[src/rtl/ui_pkg.sv]
// ui_pkg: shared definitions for the UI scene/click controller.
//   scene_t : 3-bit scene encoding driven out on ui_scene_ctrl.scene
//   CD_W    : width of purchase cooldown and result hold counters (frames)
//   COORD_W : mouse coordinate width
//   HIT_W   : widened compare width so x0+wd never wraps
package ui_pkg;

  localparam int CD_W    = 8;
  localparam int COORD_W = 10;
  localparam int HIT_W   = 11;

  typedef enum logic [2:0] {
    S_START = 3'd0,
    S_MENU  = 3'd1,
    S_PLAY  = 3'd2,
    S_WIN   = 3'd3,
    S_LOSE  = 3'd4,
    S_PAUSE = 3'd5
  } scene_t;

endpackage

[src/rtl/ui_rect_hit.sv]
// ui_rect_hit: combinational "cursor inside rectangle" test.
//   Parameters X0/Y0 (top-left corner), WD/HT (size) in pixels.
//   x, y : cursor position
//   hit  : x in [X0, X0+WD) and y in [Y0, Y0+HT)
// Compares run one bit wider than the coordinates so the far edge of a
// box touching the top of the coordinate range cannot wrap to zero.
module ui_rect_hit
  import ui_pkg::*;
#(
  parameter int X0 = 0,
  parameter int Y0 = 0,
  parameter int WD = 1,
  parameter int HT = 1
) (
  input  logic [COORD_W-1:0] x,
  input  logic [COORD_W-1:0] y,
  output logic               hit
);

  localparam logic [HIT_W-1:0] XL = HIT_W'(X0);
  localparam logic [HIT_W-1:0] XH = HIT_W'(X0 + WD);
  localparam logic [HIT_W-1:0] YL = HIT_W'(Y0);
  localparam logic [HIT_W-1:0] YH = HIT_W'(Y0 + HT);

  logic [HIT_W-1:0] xe;
  logic [HIT_W-1:0] ye;

  assign xe  = {1'b0, x};
  assign ye  = {1'b0, y};
  assign hit = (xe >= XL) && (xe < XH) && (ye >= YL) && (ye < YH);

endmodule

[src/rtl/ui_scene_ctrl.sv]
// ui_scene_ctrl: scene FSM and click decode for the tower-defence game.
// Sits between the mouse controller and the game engine / renderer.
//
// Ports:
//   clk, rst      : clock, synchronous active-high reset
//   frame_tick    : one-cycle pulse per video frame (cooldown / hold time base)
//   mouse_x/y     : cursor position
//   mouse_l/r     : button levels (mouse_r only used with PAUSE_EN)
//   btn_hit       : cursor inside purchase button i
//   btn_afford    : engine reports button i affordable
//   game_win/lose : engine result flags (win has priority)
//   scene         : current scene (ui_pkg::scene_t), also the FSM state
//   level         : selected level index
//   game_init     : one-cycle pulse on the first PLAY cycle after MENU
//   buy_pulse     : one-hot one-cycle purchase strobe
//   btn_ready     : button i purchasable now (render highlight)
//   hover_level   : cursor on level button i, only while in MENU
//
// Optional feature macro: PAUSE_EN
//   defined   : right-click toggles PLAY <-> PAUSE; PAUSE freezes cooldowns
//               and ignores left clicks and the win/lose flags.
//   undefined : mouse_r unused, S_PAUSE unreachable.
//
// Handshake: there are no valid/ready pairs; every input is a level sampled
// each clk, clicks are rising edges of mouse_l/mouse_r, and every strobe
// output (game_init, buy_pulse) is registered and high for exactly one cycle.
module ui_scene_ctrl
  import ui_pkg::*;
#(
  parameter int NUM_LEVELS  = 3,
  parameter int NUM_BTN     = 10,
  parameter int START_X0    = 200,
  parameter int START_Y0    = 270,
  parameter int START_WD    = 240,
  parameter int START_HT    = 60,
  parameter int LVL_X0      = 160,
  parameter int LVL_Y0      = 80,
  parameter int LVL_WD      = 320,
  parameter int LVL_HT      = 60,
  parameter int LVL_PITCH   = 120,
  parameter int BTN_CD      = 15,
  parameter int RESULT_HOLD = 90,
  localparam int LVL_IW     = (NUM_LEVELS > 1) ? $clog2(NUM_LEVELS) : 1
) (
  input  logic                  clk,
  input  logic                  rst,
  input  logic                  frame_tick,
  input  logic [COORD_W-1:0]    mouse_x,
  input  logic [COORD_W-1:0]    mouse_y,
  input  logic                  mouse_l,
  input  logic                  mouse_r,
  input  logic [NUM_BTN-1:0]    btn_hit,
  input  logic [NUM_BTN-1:0]    btn_afford,
  input  logic                  game_win,
  input  logic                  game_lose,
  output logic [2:0]            scene,
  output logic [LVL_IW-1:0]     level,
  output logic                  game_init,
  output logic [NUM_BTN-1:0]    buy_pulse,
  output logic [NUM_BTN-1:0]    btn_ready,
  output logic [NUM_LEVELS-1:0] hover_level
);

  scene_t                scene_q;
  logic                  mouse_l_q;
  logic                  click_l;
  logic                  click_r;
  logic                  start_hit;
  logic [NUM_LEVELS-1:0] lvl_hit;
  logic                  lvl_any;
  logic [LVL_IW-1:0]     lvl_pick;
  logic [CD_W-1:0]       cd [NUM_BTN];
  logic [NUM_BTN-1:0]    cd_zero;
  logic [NUM_BTN-1:0]    buy_cand;
  logic [NUM_BTN-1:0]    buy_sel;
  logic [CD_W-1:0]       hold;

  assign scene = scene_q;

  // ---------------------------------------------------------------------
  // Click edge detection. Edge registers reset high so a button held down
  // through reset is not seen as a fresh press on release of rst.
  // ---------------------------------------------------------------------
  always_ff @(posedge clk) begin
    if (rst) mouse_l_q <= 1'b1;
    else     mouse_l_q <= mouse_l;
  end

  assign click_l = mouse_l & ~mouse_l_q;

`ifdef PAUSE_EN
  logic mouse_r_q;

  always_ff @(posedge clk) begin
    if (rst) mouse_r_q <= 1'b1;
    else     mouse_r_q <= mouse_r;
  end

  assign click_r = mouse_r & ~mouse_r_q;
`else
  logic unused_mouse_r;

  assign unused_mouse_r = mouse_r;
  assign click_r        = 1'b0;
`endif

  // ---------------------------------------------------------------------
  // Hit tests
  // ---------------------------------------------------------------------
  ui_rect_hit #(
    .X0 (START_X0),
    .Y0 (START_Y0),
    .WD (START_WD),
    .HT (START_HT)
  ) u_start_hit (
    .x   (mouse_x),
    .y   (mouse_y),
    .hit (start_hit)
  );

  for (genvar g = 0; g < NUM_LEVELS; g++) begin : g_lvl
    ui_rect_hit #(
      .X0 (LVL_X0),
      .Y0 (LVL_Y0 + g * LVL_PITCH),
      .WD (LVL_WD),
      .HT (LVL_HT)
    ) u_lvl_hit (
      .x   (mouse_x),
      .y   (mouse_y),
      .hit (lvl_hit[g])
    );
  end

  assign hover_level = (scene_q == S_MENU) ? lvl_hit : '0;

  // Lowest hovered level wins; scanning downwards leaves the lowest index.
  always_comb begin
    lvl_any  = |lvl_hit;
    lvl_pick = '0;
    for (int i = NUM_LEVELS - 1; i >= 0; i--) begin
      if (lvl_hit[i]) lvl_pick = LVL_IW'(i);
    end
  end

  // ---------------------------------------------------------------------
  // Purchase arbitration: lowest index that is hit, affordable and cool.
  // cand & (~cand + 1) isolates the lowest set bit.
  // ---------------------------------------------------------------------
  for (genvar b = 0; b < NUM_BTN; b++) begin : g_cdz
    assign cd_zero[b] = (cd[b] == '0);
  end

  assign buy_cand  = btn_hit & btn_afford & cd_zero;
  assign buy_sel   = buy_cand & (~buy_cand + NUM_BTN'(1));
  assign btn_ready = (scene_q == S_PLAY) ? (btn_afford & cd_zero) : '0;

  // ---------------------------------------------------------------------
  // Scene FSM with registered strobes, cooldowns and result hold timer.
  // ---------------------------------------------------------------------
  always_ff @(posedge clk) begin
    if (rst) begin
      scene_q   <= S_START;
      level     <= '0;
      game_init <= 1'b0;
      buy_pulse <= '0;
      hold      <= '0;
      for (int i = 0; i < NUM_BTN; i++) cd[i] <= '0;
    end else begin
      game_init <= 1'b0;
      buy_pulse <= '0;

      case (scene_q)
        S_START: begin
          if (click_l && start_hit) scene_q <= S_MENU;
        end

        S_MENU: begin
          if (click_l && lvl_any) begin
            level     <= lvl_pick;
            scene_q   <= S_PLAY;
            game_init <= 1'b1;
          end
        end

        S_PLAY: begin
          if (game_win || game_lose) begin
            // Leaving PLAY drops all cooldowns; a coincident click is lost.
            scene_q <= game_win ? S_WIN : S_LOSE;
            hold    <= CD_W'(RESULT_HOLD);
            for (int i = 0; i < NUM_BTN; i++) cd[i] <= '0;
          end else begin
            if (click_r) scene_q <= S_PAUSE;
            for (int i = 0; i < NUM_BTN; i++) begin
              // A load on a frame_tick cycle takes the full cooldown.
              if (click_l && buy_sel[i])        cd[i] <= CD_W'(BTN_CD);
              else if (frame_tick && !cd_zero[i]) cd[i] <= cd[i] - 1'b1;
            end
            if (click_l) buy_pulse <= buy_sel;
          end
        end

        S_WIN, S_LOSE: begin
          if (hold != '0) begin
            if (frame_tick) hold <= hold - 1'b1;
          end else if (click_l) begin
            scene_q <= S_MENU;
          end
        end

`ifdef PAUSE_EN
        S_PAUSE: begin
          // Cooldowns and hold stay frozen; only right-click resumes.
          if (click_r) scene_q <= S_PLAY;
        end
`endif

        default: scene_q <= S_START;
      endcase
    end
  end

endmodule

[config.mk]
export PLATFORM = sky130hd
export DESIGN_NAME = ui_scene_ctrl
export DESIGN_NICKNAME = d
export VERILOG_FILES = /design/src/rtl/ui_pkg.sv /design/src/rtl/ui_rect_hit.sv /design/src/rtl/ui_scene_ctrl.sv
export SDC_FILE = /design/constraint.sdc
export NUM_CORES = 1
export LEC_CHECK = 0
export CORE_AREA = 2 2 138 140
export DETAILED_ROUTE_END_ITERATION = 6
export DIE_AREA = 0 0 140 142
export HOLD_SLACK_MARGIN = 0.12
export PLACE_DENSITY_LB_ADDON = 0.15
export SLEW_MARGIN = 25
export SYNTH_ARGS = -nofsm -noshare
export SYNTH_HDL_FRONTEND = slang
export SYNTH_SLANG_ARGS = --single-unit
[constraint.sdc]
create_clock -name clk -period 3.9 [get_ports clk]
set_clock_uncertainty 0.2 [all_clocks]
set_input_delay 0.585 -clock clk [delete_from_list [all_inputs] [get_ports clk]]
set_output_delay 0.585 -clock clk [all_outputs]
set_load 0.005 [all_outputs]
==> impl_metrics.tcl, run 1 <==
set metrics [dict create \
    status "complete, no violations" \
    maxSlewViolCount 0 \
    max-cap-violations 0 \
    place.gp.congestion 0.813 \
    avgSynthCellArea_um2 9.81 \
    tightest_slew_ns 0.736 \
    synthCells 593 \
    area_growth_pct 23.7 \
    powerDensity_mw_per_mm2 316 \
    hpwl_um 9960 \
    maxSlewHeadroom_pct 50.5 \
    p_clk_share_pct 36.8 \
    leakagePower_nw 2.62 \
    fill_cells 1814 \
    synth_edf_count 80 \
    mappedNetlistNets 660 \
    clkSlewWorstSetupHoldPaths_ns 0.07 \
    vias 4562 \
    crit_type "in2reg" \
    rows 50 \
    required_ns 3.70 \
    min_to "level[0]" \
    wl_per_cell_um 14.6 \
    swShare_pct 22.2 \
    ff2ff_setup_slack_ns 0.54 \
    yosysTopAreaCellShare_pct 41.3 \
    setup_viol 0 \
    holdPathStages 2 \
    drive_above_1_share_pct 6.37 \
    post-cts-setup-buffer-count 0 \
    critPathMaxFanout 8 \
    hp-class "reg2reg" \
    power_frac_comb_pct 8.0 \
    start_util_pct 31.5 \
    coreArea_mm2 0.0185 \
    numCtsBuffers 9 \
    ys.flop_type "edfxtp_1" \
    grt_max_degree 16 \
    finalHoldViolCount 0 \
    setup_tns_ns 0 \
    die_w_um 140 \
    ir_worst_vdd_v 0.000203 \
    yosys.area.top_type "edfxtp_1" \
    p_sw_w 0.000506 \
    num_io_pins 76 \
    cp-end-kind "flip-flop" \
    first_pass_iters 6 \
    detail_route.iter0.violations 243 \
    final_cells 925 \
    drc 0 \
    die_area_mm2 0.0199 \
    grt_pass1_vias 4395 \
    arrival_ns 3.24 \
    rsz0062_at_grt "no" \
    startpoint_type "input port" \
    finalCritPeriodShare_pct 88.1 \
    clockBufferDepth 2 \
    synthTopCellsByArea "edfxtp_1 41%, dfxtp_1 8.6%, xnor2_1 5.6%, nor2_1 5.5%, ha_1 4.3%" \
    die_y_um 142 \
    final_util_pct 39.0 \
    synth-warning-count 0 \
    fin_nets 753 \
    dp.cells 909 \
    grt_overflow 0 \
    layout_commonest_cell "nor2_1" \
    htree_levels 3 \
    register_area_mm2 0.00290 \
    reg2reg_depth 8 \
    min_period_ns 3.44 \
    r2r_start "cd[1][0]" \
    holdWs_ns 0.286 \
    p_seq_share_pct 55.2 \
    finalWirelength_um 13500 \
    track_usage_pct 13.7 \
    cts_tree "yes" \
    min_from "level[0]" \
    synth-seq-cells 105 \
    cts_hold_buf 0 \
    antenna_found_initial 0 \
    final_cell_mix "86 x nor2_1, 80 x edfxtp_1, 70 x clkdlybuf4s50_1" \
    async_flop_share_pct 0 \
    clkLatencyLatePin_ns 0.35 \
    intPower_w 0.00177 \
    numPortBuffers 70 \
    antenna_left 0 \
    post_synth_num_cell_types 51 \
    grt_pass1_wl_um 21800 \
    routed_via_density 4.93 \
    cts_resized 0 \
    clock_sinks 105 \
    root_buffer "clkbuf_16" \
    multi_input_area_mm2 0.00273 \
    critPathLaunch "game_win" \
    antenna_cells 0 \
    max_freq_ghz 0.291 \
    ys_seq_area_share_pct 49.9 \
    timing.rr.end "cd[9][7]" \
    synth_area_mm2 0.00582 \
]
-- state kept, by name, summed over array words and instances, names as in the netlist --
signal	cells
game_init	1
level	2
hold	8
mouse_l_q	1
buy_pulse	10
cd	80
scene	3
-- worst max path at each step --
| stage | end | slack [ns] |
|---|---|---|
| finish | cd[9][7] | 0.46 |
| detailed placement | cd[9][6] | 0.04 |
| global placement | cd[9][5] | 0.13 |
| floorplan | cd[9][0] | 0.74 |
| CTS | cd[9][7] | 0.41 |
| global route | cd[9][7] | 0.31 |
-- cell families (layout without fill, tap and decap cells) --
group,count (synthesis),after routing,synth area share (%)
AND/OR/NAND/NOR,264,264,23.6
flip-flops,105,105,49.9
AO/OA/AOI/OAI,90,90,9.12
XOR/XNOR,65,65,9.79
buffers and inverters,48,146,3.12
adder cells (fa/ha/maj),20,20,4.30
multiplexers,1,1,0.172
-- per-layer routing --
metal | track usage (%) | wire (um)
met1 | 18.0 | 6620
met2 | 22.7 | 6280
met3 | 3.57 | 503
met4 | 3.30 | 121
met5 | 0 | 0
-- metrics by stage --
stage	setup slack, ns	total power [W]	instance area [um^2]
after floorplan	0.738	0.00138	5820
after global placement	0.134	0.00146	6930
after detailed placement	0.0373	0.00146	6930
after CTS	0.414	0.00231	7200
after global routing	0.314	0.00238	7200
final	0.463	0.00228	7200
-- critical path, stage by stage --
cell	delay, ns
clkdlybuf4s50_1	0.41
nor3_1	0.27
and3_4	0.28
o2111ai_2	0.16
or4_4	0.58
or4_4	0.58
nand3_1	0.36
-- power by group through the flow --
stage | logic (W) | clock network, W | registers (W)
global placement | 0.000178 | 0 | 0.00128
finish | 0.000181 | 0.000838 | 0.00126
global route | 0.000203 | 0.000915 | 0.00126
CTS | 0.000183 | 0.000876 | 0.00126
detailed placement | 0.000181 | 0 | 0.00128
floorplan | 0.000105 | 0 | 0.00127
-- cell usage after synthesis (2+ instances only) --
master,count
nor2_1,86
o31ai_1,5
nand3_1,24
nor2b_1,5
or4_4,2
xnor2_1,37
o41ai_1,3
nor3_1,26
o21ai_0,48
or2b_1,2
nand4_1,7
or2_2,4
clkbuf_1,7
a21oi_1,11
or3_1,9
edfxtp_1,80
and2_1,4
o21ai_1,5
nor4_1,9
and3_1,11
a31oi_1,3
nand3b_1,8
xor2_1,28
or3b_2,2
nand2b_1,11
dfxtp_1,25
nand2_1,34
ha_1,20
inv_1,40
nor4b_1,3
nand4b_1,6
o21a_1,4
nor3b_1,6
-- final cells by class --
| cell class | count | area share, % |
|---|---|---|
| sequential | 105 | 40.3 |
| multi-input combinational | 440 | 38.0 |
| timing repair buffer | 90 | 11.8 |
| tap | 234 | 4.07 |
| clock buffer | 13 | 3.48 |
| inverter | 40 | 2.09 |
| clock inverter | 3 | 0.226 |
No activity file was read; power rests on OpenSTA's default activity.
==> inputs of run 2 (changes only) <==
--- a/config.mk
+++ b/config.mk
@@ -5,11 +5,11 @@
 export SDC_FILE = /design/constraint.sdc
 export NUM_CORES = 1
 export LEC_CHECK = 0
-export CORE_AREA = 2 2 138 140
+export CORE_AREA = 2 2 111 113
 export DETAILED_ROUTE_END_ITERATION = 6
-export DIE_AREA = 0 0 140 142
+export DIE_AREA = 0 0 113 115
 export HOLD_SLACK_MARGIN = 0.12
-export PLACE_DENSITY_LB_ADDON = 0.15
+export PLACE_DENSITY = 0.74
 export SLEW_MARGIN = 25
 export SYNTH_ARGS = -nofsm -noshare
 export SYNTH_HDL_FRONTEND = slang
==> constraint.sdc (replaced) <==
create_clock -name clk -period 3.3 [get_ports clk]
set_clock_uncertainty 0.2 [all_clocks]
set_input_delay 0.495 -clock clk [delete_from_list [all_inputs] [get_ports clk]]
set_output_delay 0.495 -clock clk [all_outputs]
set_load 0.005 [all_outputs]
==> impl_metrics.tcl, run 2 (synthesis gave the netlist of run 1 again) <==
set metrics [dict create \
    root_buffer "clkbuf_16" \
    track_usage_pct 19.7 \
    cts_hold_buf 0 \
    hpwl_um 9610 \
    startpoint_type "input port" \
    grt_pass1_wl_um 20700 \
    slowest_stage "or4_4" \
    largest_register "cd" \
    clkLatencyLatePin_ns 0.34 \
    tightest_slew_ns 0.888 \
    hp-class "reg2reg" \
    min_period_ns 3.16 \
    r2r_start "cd[1][0]" \
    die_y_um 115 \
    rsz0062_at_grt "no" \
    setup_viol 0 \
    finalHoldViolCount 0 \
    power_frac_comb_pct 8.2 \
    crit_type "in2reg" \
    htree_levels 3 \
    cts_tree "yes" \
    stdcell_area_mm2 0.00717 \
    p_sw_w 0.000628 \
    finalCritPeriodShare_pct 95.9 \
    holdWs_ns 0.289 \
    die_w_um 113 \
    dpl_cell_area_mm2 0.00687 \
    grt_overflow 0 \
    p_clk_share_pct 37.0 \
    numPortBuffers 70 \
    largest_reg_flops 80 \
    path_cells "clkdlybuf4s50_1 -> nor3_1 -> and3_4 -> o2111ai_2 -> or4_4 -> or4_4 -> nand3_1 -> buf_4" \
    drive_above_1_share_pct 8.45 \
    antenna_found_initial 0 \
    clock_sinks 105 \
    drc 3 \
    first_pass_iters 7 \
    intPower_w 0.00208 \
    clockBufferDepth 2 \
    fill_cells 982 \
    num_io_pins 76 \
    vias 4667 \
    wl_per_cell_um 15.0 \
    critPathLaunch "game_win" \
    violations "design-rule violations" \
    min_from "level[0]" \
    cp-end-kind "flip-flop" \
    numCtsBuffers 9 \
    required_ns 3.16 \
    maxSlewViolCount 0 \
    grt_pass1_vias 4583 \
    max-cap-violations 0 \
    reg.largest.list "cd x80, buy_pulse x10, hold x8" \
    clkSlewWorstSetupHoldPaths_ns 0.07 \
    rows 40 \
    post-cts-setup-buffer-count 0 \
    grt_max_degree 19 \
    leakagePower_nw 2.67 \
    coreArea_mm2 0.0118 \
    cts_resized 0 \
    cpPeakStageDelay_ns 0.57 \
    routed_via_density 5.52 \
    final_cell_mix "86 x nor2_1, 80 x edfxtp_1, 70 x clkdlybuf4s50_1" \
    p_seq_share_pct 54.8 \
    powerDensity_mw_per_mm2 378 \
    antenna_cells 0 \
    start_util_pct 49.2 \
    finalWirelength_um 12700 \
    antenna_left 0 \
    die_area_mm2 0.0130 \
    status "finished with violations" \
    max_freq_ghz 0.316 \
    ir_worst_vdd_v 0.000245 \
    detail_route.iter0.violations 369 \
    layout_commonest_cell "nor2_1" \
    maxSlewHeadroom_pct 40.3 \
    arrival_ns 3.02 \
    area_growth_pct 23.3 \
    swShare_pct 23.2 \
    crit_path_frequent_cell "or4_4" \
    fin_nets 760 \
    place.gp.congestion 0.849 \
    critPathMaxFanout 4 \
]
[run 2: worst max-delay path, delay by kind of cell]
kind / cells / cell delay (ns)
AND/OR/NAND/NOR: 5 / 1.83
buffers and inverters: 2 / 0.58
AO/OA/AOI/OAI: 1 / 0.12
[run 2: final cells by class]
type / count / area, um^2 / share of cell area (%)
clock buffer: 9 / 225 / 3.14
clock inverter: 7 / 52.6 / 0.732
inverter: 40 / 150 / 2.09
multi-input combinational: 440 / 2760 / 38.4
sequential: 105 / 2900 / 40.5
tap: 147 / 184 / 2.56
timing repair buffer: 97 / 903 / 12.6
[run 2: power groups by stage]
stage,clock (W),combinational [W],sequential (W)
3_5_place_dp,0,0.000219,0.00151
3_3_place_gp,0,0.000211,0.00151
4_1_cts,0.00102,0.000221,0.00148
2_1_floorplan,0,0.000124,0.00151
5_1_grt,0.00107,0.000245,0.00149
6_report,0.00100,0.000222,0.00149
[run 2: routing by layer]
metal	vias up	share of wire [%]	track usage, %	wire length (um)
met5	-	0	0	0
met4	0	2.4	6.10	303
met3	26	5.2	4.64	664
met2	116	47	33.5	5960
met1	2204	45	25.1	5750
li1	2321	-	-	-
[run 2: through the flow]
step                      setup TNS (ns)  instances  power [W]  setup WS (ns)  util [%]
after global placement             -2.27        829    0.00172         -0.179      58.2
after CTS                              0        845    0.00273         0.0562      60.5
final                                  0        845    0.00271          0.135      60.7
after global routing                   0        845    0.00281         0.0328      60.7
after floorplan                        0        593    0.00163          0.228         -
after detailed placement           -2.87        829    0.00173         -0.217      58.2
[run 2: final timing paths]
kind                   end  slack, ns  cells after the start
hold / removal    level[0]       0.29                      2
setup / recovery  cd[9][0]       0.14                      8
setup reg to reg  cd[9][0]       0.19                      9
hold reg to reg   level[0]       0.29                      2
==> inputs of run 3 (changes only) <==
--- a/config.mk
+++ b/config.mk
@@ -9,7 +9,7 @@
 export DETAILED_ROUTE_END_ITERATION = 6
 export DIE_AREA = 0 0 113 115
 export HOLD_SLACK_MARGIN = 0.12
-export PLACE_DENSITY = 0.74
+export PLACE_DENSITY = 0.77
 export SLEW_MARGIN = 25
 export SYNTH_ARGS = -nofsm -noshare
 export SYNTH_HDL_FRONTEND = slang
==> constraint.sdc (replaced) <==
create_clock -name clk -period 2.85 [get_ports clk]
set_clock_uncertainty 0.2 [all_clocks]
set_input_delay 0.4275 -clock clk [delete_from_list [all_inputs] [get_ports clk]]
set_output_delay 0.4275 -clock clk [all_outputs]
set_load 0.005 [all_outputs]
==> impl_metrics.tcl, run 3 (synthesis gave the netlist of run 1 again) <==
set metrics [dict create \
    die_y_um 115 \
    required_ns 2.22 \
    antenna_found_initial 0 \
    holdWs_ns 0.292 \
    fill_cells 896 \
    setup_viol 0 \
    rows 40 \
    critPathMaxFanout 3 \
    cp-end-kind "output pin" \
    maxSlewHeadroom_pct 61.0 \
    setup_tns_ns 0 \
    reg.largest.list "cd x80, buy_pulse x10, hold x8" \
    clkSlewWorstSetupHoldPaths_ns 0.06 \
    die_w_um 113 \
    num_io_pins 76 \
    finalHoldViolCount 0 \
    max-cap-violations 0 \
    root_buffer "clkbuf_16" \
    htree_levels 3 \
    maxSlewViolCount 0 \
    drive_above_1_share_pct 17.1 \
    track_usage_pct 20.7 \
    layout_setup_ws_ns 0.0345 \
    status "finished with violations" \
    drc 5 \
    arrival_ns 2.19 \
    critPathLaunch "mouse_y[4]" \
    multi_input_area_mm2 0.00294 \
    antenna_left 0 \
    powerDensity_mw_per_mm2 418 \
    place.gp.congestion 0.863 \
    min_period_ns 2.82 \
    cts_hold_buf 0 \
    first_pass_iters 7 \
    fin_nets 810 \
    detail_route.iter0.violations 419 \
    tightest_slew_ns 0.581 \
    numCtsBuffers 9 \
    crit_end "hover_level[0]" \
    largest_reg_flops 80 \
    coreArea_mm2 0.0118 \
    startpoint_type "input port" \
    vias 4907 \
    start_util_pct 49.2 \
    stdcell_area_mm2 0.00781 \
    area_growth_pct 34.2 \
    r2r_start "cd[8][4]" \
    dpl_cell_area_mm2 0.00722 \
    cts_tree "yes" \
    reg2reg_depth 9 \
    finalWirelength_um 13500 \
    dp_slack_ns -0.468 \
    grt_pass1_vias 4760 \
    finalCritPeriodShare_pct 98.8 \
    ff2ff_setup_slack_ns 0.05 \
    layout_commonest_cell "nor2_1" \
    largest_register "cd" \
    grt_max_degree 17 \
    rsz0062_at_grt "yes" \
    die_area_mm2 0.0130 \
    numPortBuffers 70 \
    register_area_mm2 0.00290 \
    grt_overflow 0 \
    wl_per_cell_um 15.1 \
    max_freq_ghz 0.355 \
    grt_pass1_wl_um 21700 \
    violations "design-rule violations" \
    clockBufferDepth 2 \
    clkLatencyLatePin_ns 0.35 \
    timing.rr.end "cd[8][2]" \
    clock_sinks 105 \
    antenna_cells 0 \
    ir_worst_vdd_v 0.000307 \
    hp-class "reg2reg" \
    leakagePower_nw 3.07 \
    hpwl_um 9580 \
    routed_via_density 5.48 \
    crit_type "in2out" \
    final_cell_mix "85 x nor2_1, 80 x edfxtp_1, 73 x buf_4" \
]
[run 3: worst min path at each step]
stage                   from  endpoint  slack, ns  depth (start not counted)
global route        level[0]  level[0]       0.31                          2
CTS                 level[0]  level[0]       0.29                          2
floorplan           level[0]  level[0]       0.27                          2
finish              level[0]  level[0]       0.29                          2
global placement    level[0]  level[0]       0.27                          2
detailed placement  level[0]  level[0]       0.28                          2
[run 3: metrics by stage]
| stage | instances | utilization [%] | power, W |
|---|---|---|---|
| after floorplan | 593 | - | 0.00189 |
| after global placement | 865 | 61.1 | 0.00202 |
| after detailed placement | 865 | 61.1 | 0.00204 |
| after CTS | 884 | 64.7 | 0.00326 |
| after global routing | 895 | 66.1 | 0.00337 |
| final | 895 | 66.1 | 0.00326 |
[run 3: layer usage]
layer / GRT usage (%) / part of all wire [%] / vias up
met1: 26.7 / 44 / 2367
met5: 0 / 0 / -
met3: 4.64 / 4.5 / 20
met4: 6.18 / 1.8 / 0
li1: - / - / 2408
met2: 35.2 / 50 / 112
[run 3: layout make-up]
class	instances	area share, %
Multi-Input combinational cell	440	37.7
Clock inverter	5	0.721
Inverter	40	1.92
Clock buffer	11	2.98
Sequential cell	105	37.2
Tap cell	147	2.36
Timing Repair Buffer	147	17.2
[run 3: timing repair]
item / CTS / global route
endpoints found under the setup margin: 23 / 34
pin swaps: 3 / 10
setup buffers: 3 / 11
resized for setup: 25 / 22
[run 3: worst max-delay path, stage by stage]
cell and delay (ns):
clkdlybuf4s50_1 0.44, buf_4 0.15, nor2_1 0.14, nand4b_1 0.14, a21boi_2 0.22, and3_1 0.18, clkdlybuf4s50_1 0.49
[run 3: report_power, final]
group / internal, W / total (W) / leakage, nW / switching [W]
clock: 0.000679 / 0.00122 / 0.129 / 0.000546
combinational: 0.000169 / 0.000312 / 1.91 / 0.000143
sequential: 0.00168 / 0.00172 / 1.03 / 0.0000428
total: 0.00253 / 0.00326 / 3.07 / 0.000732
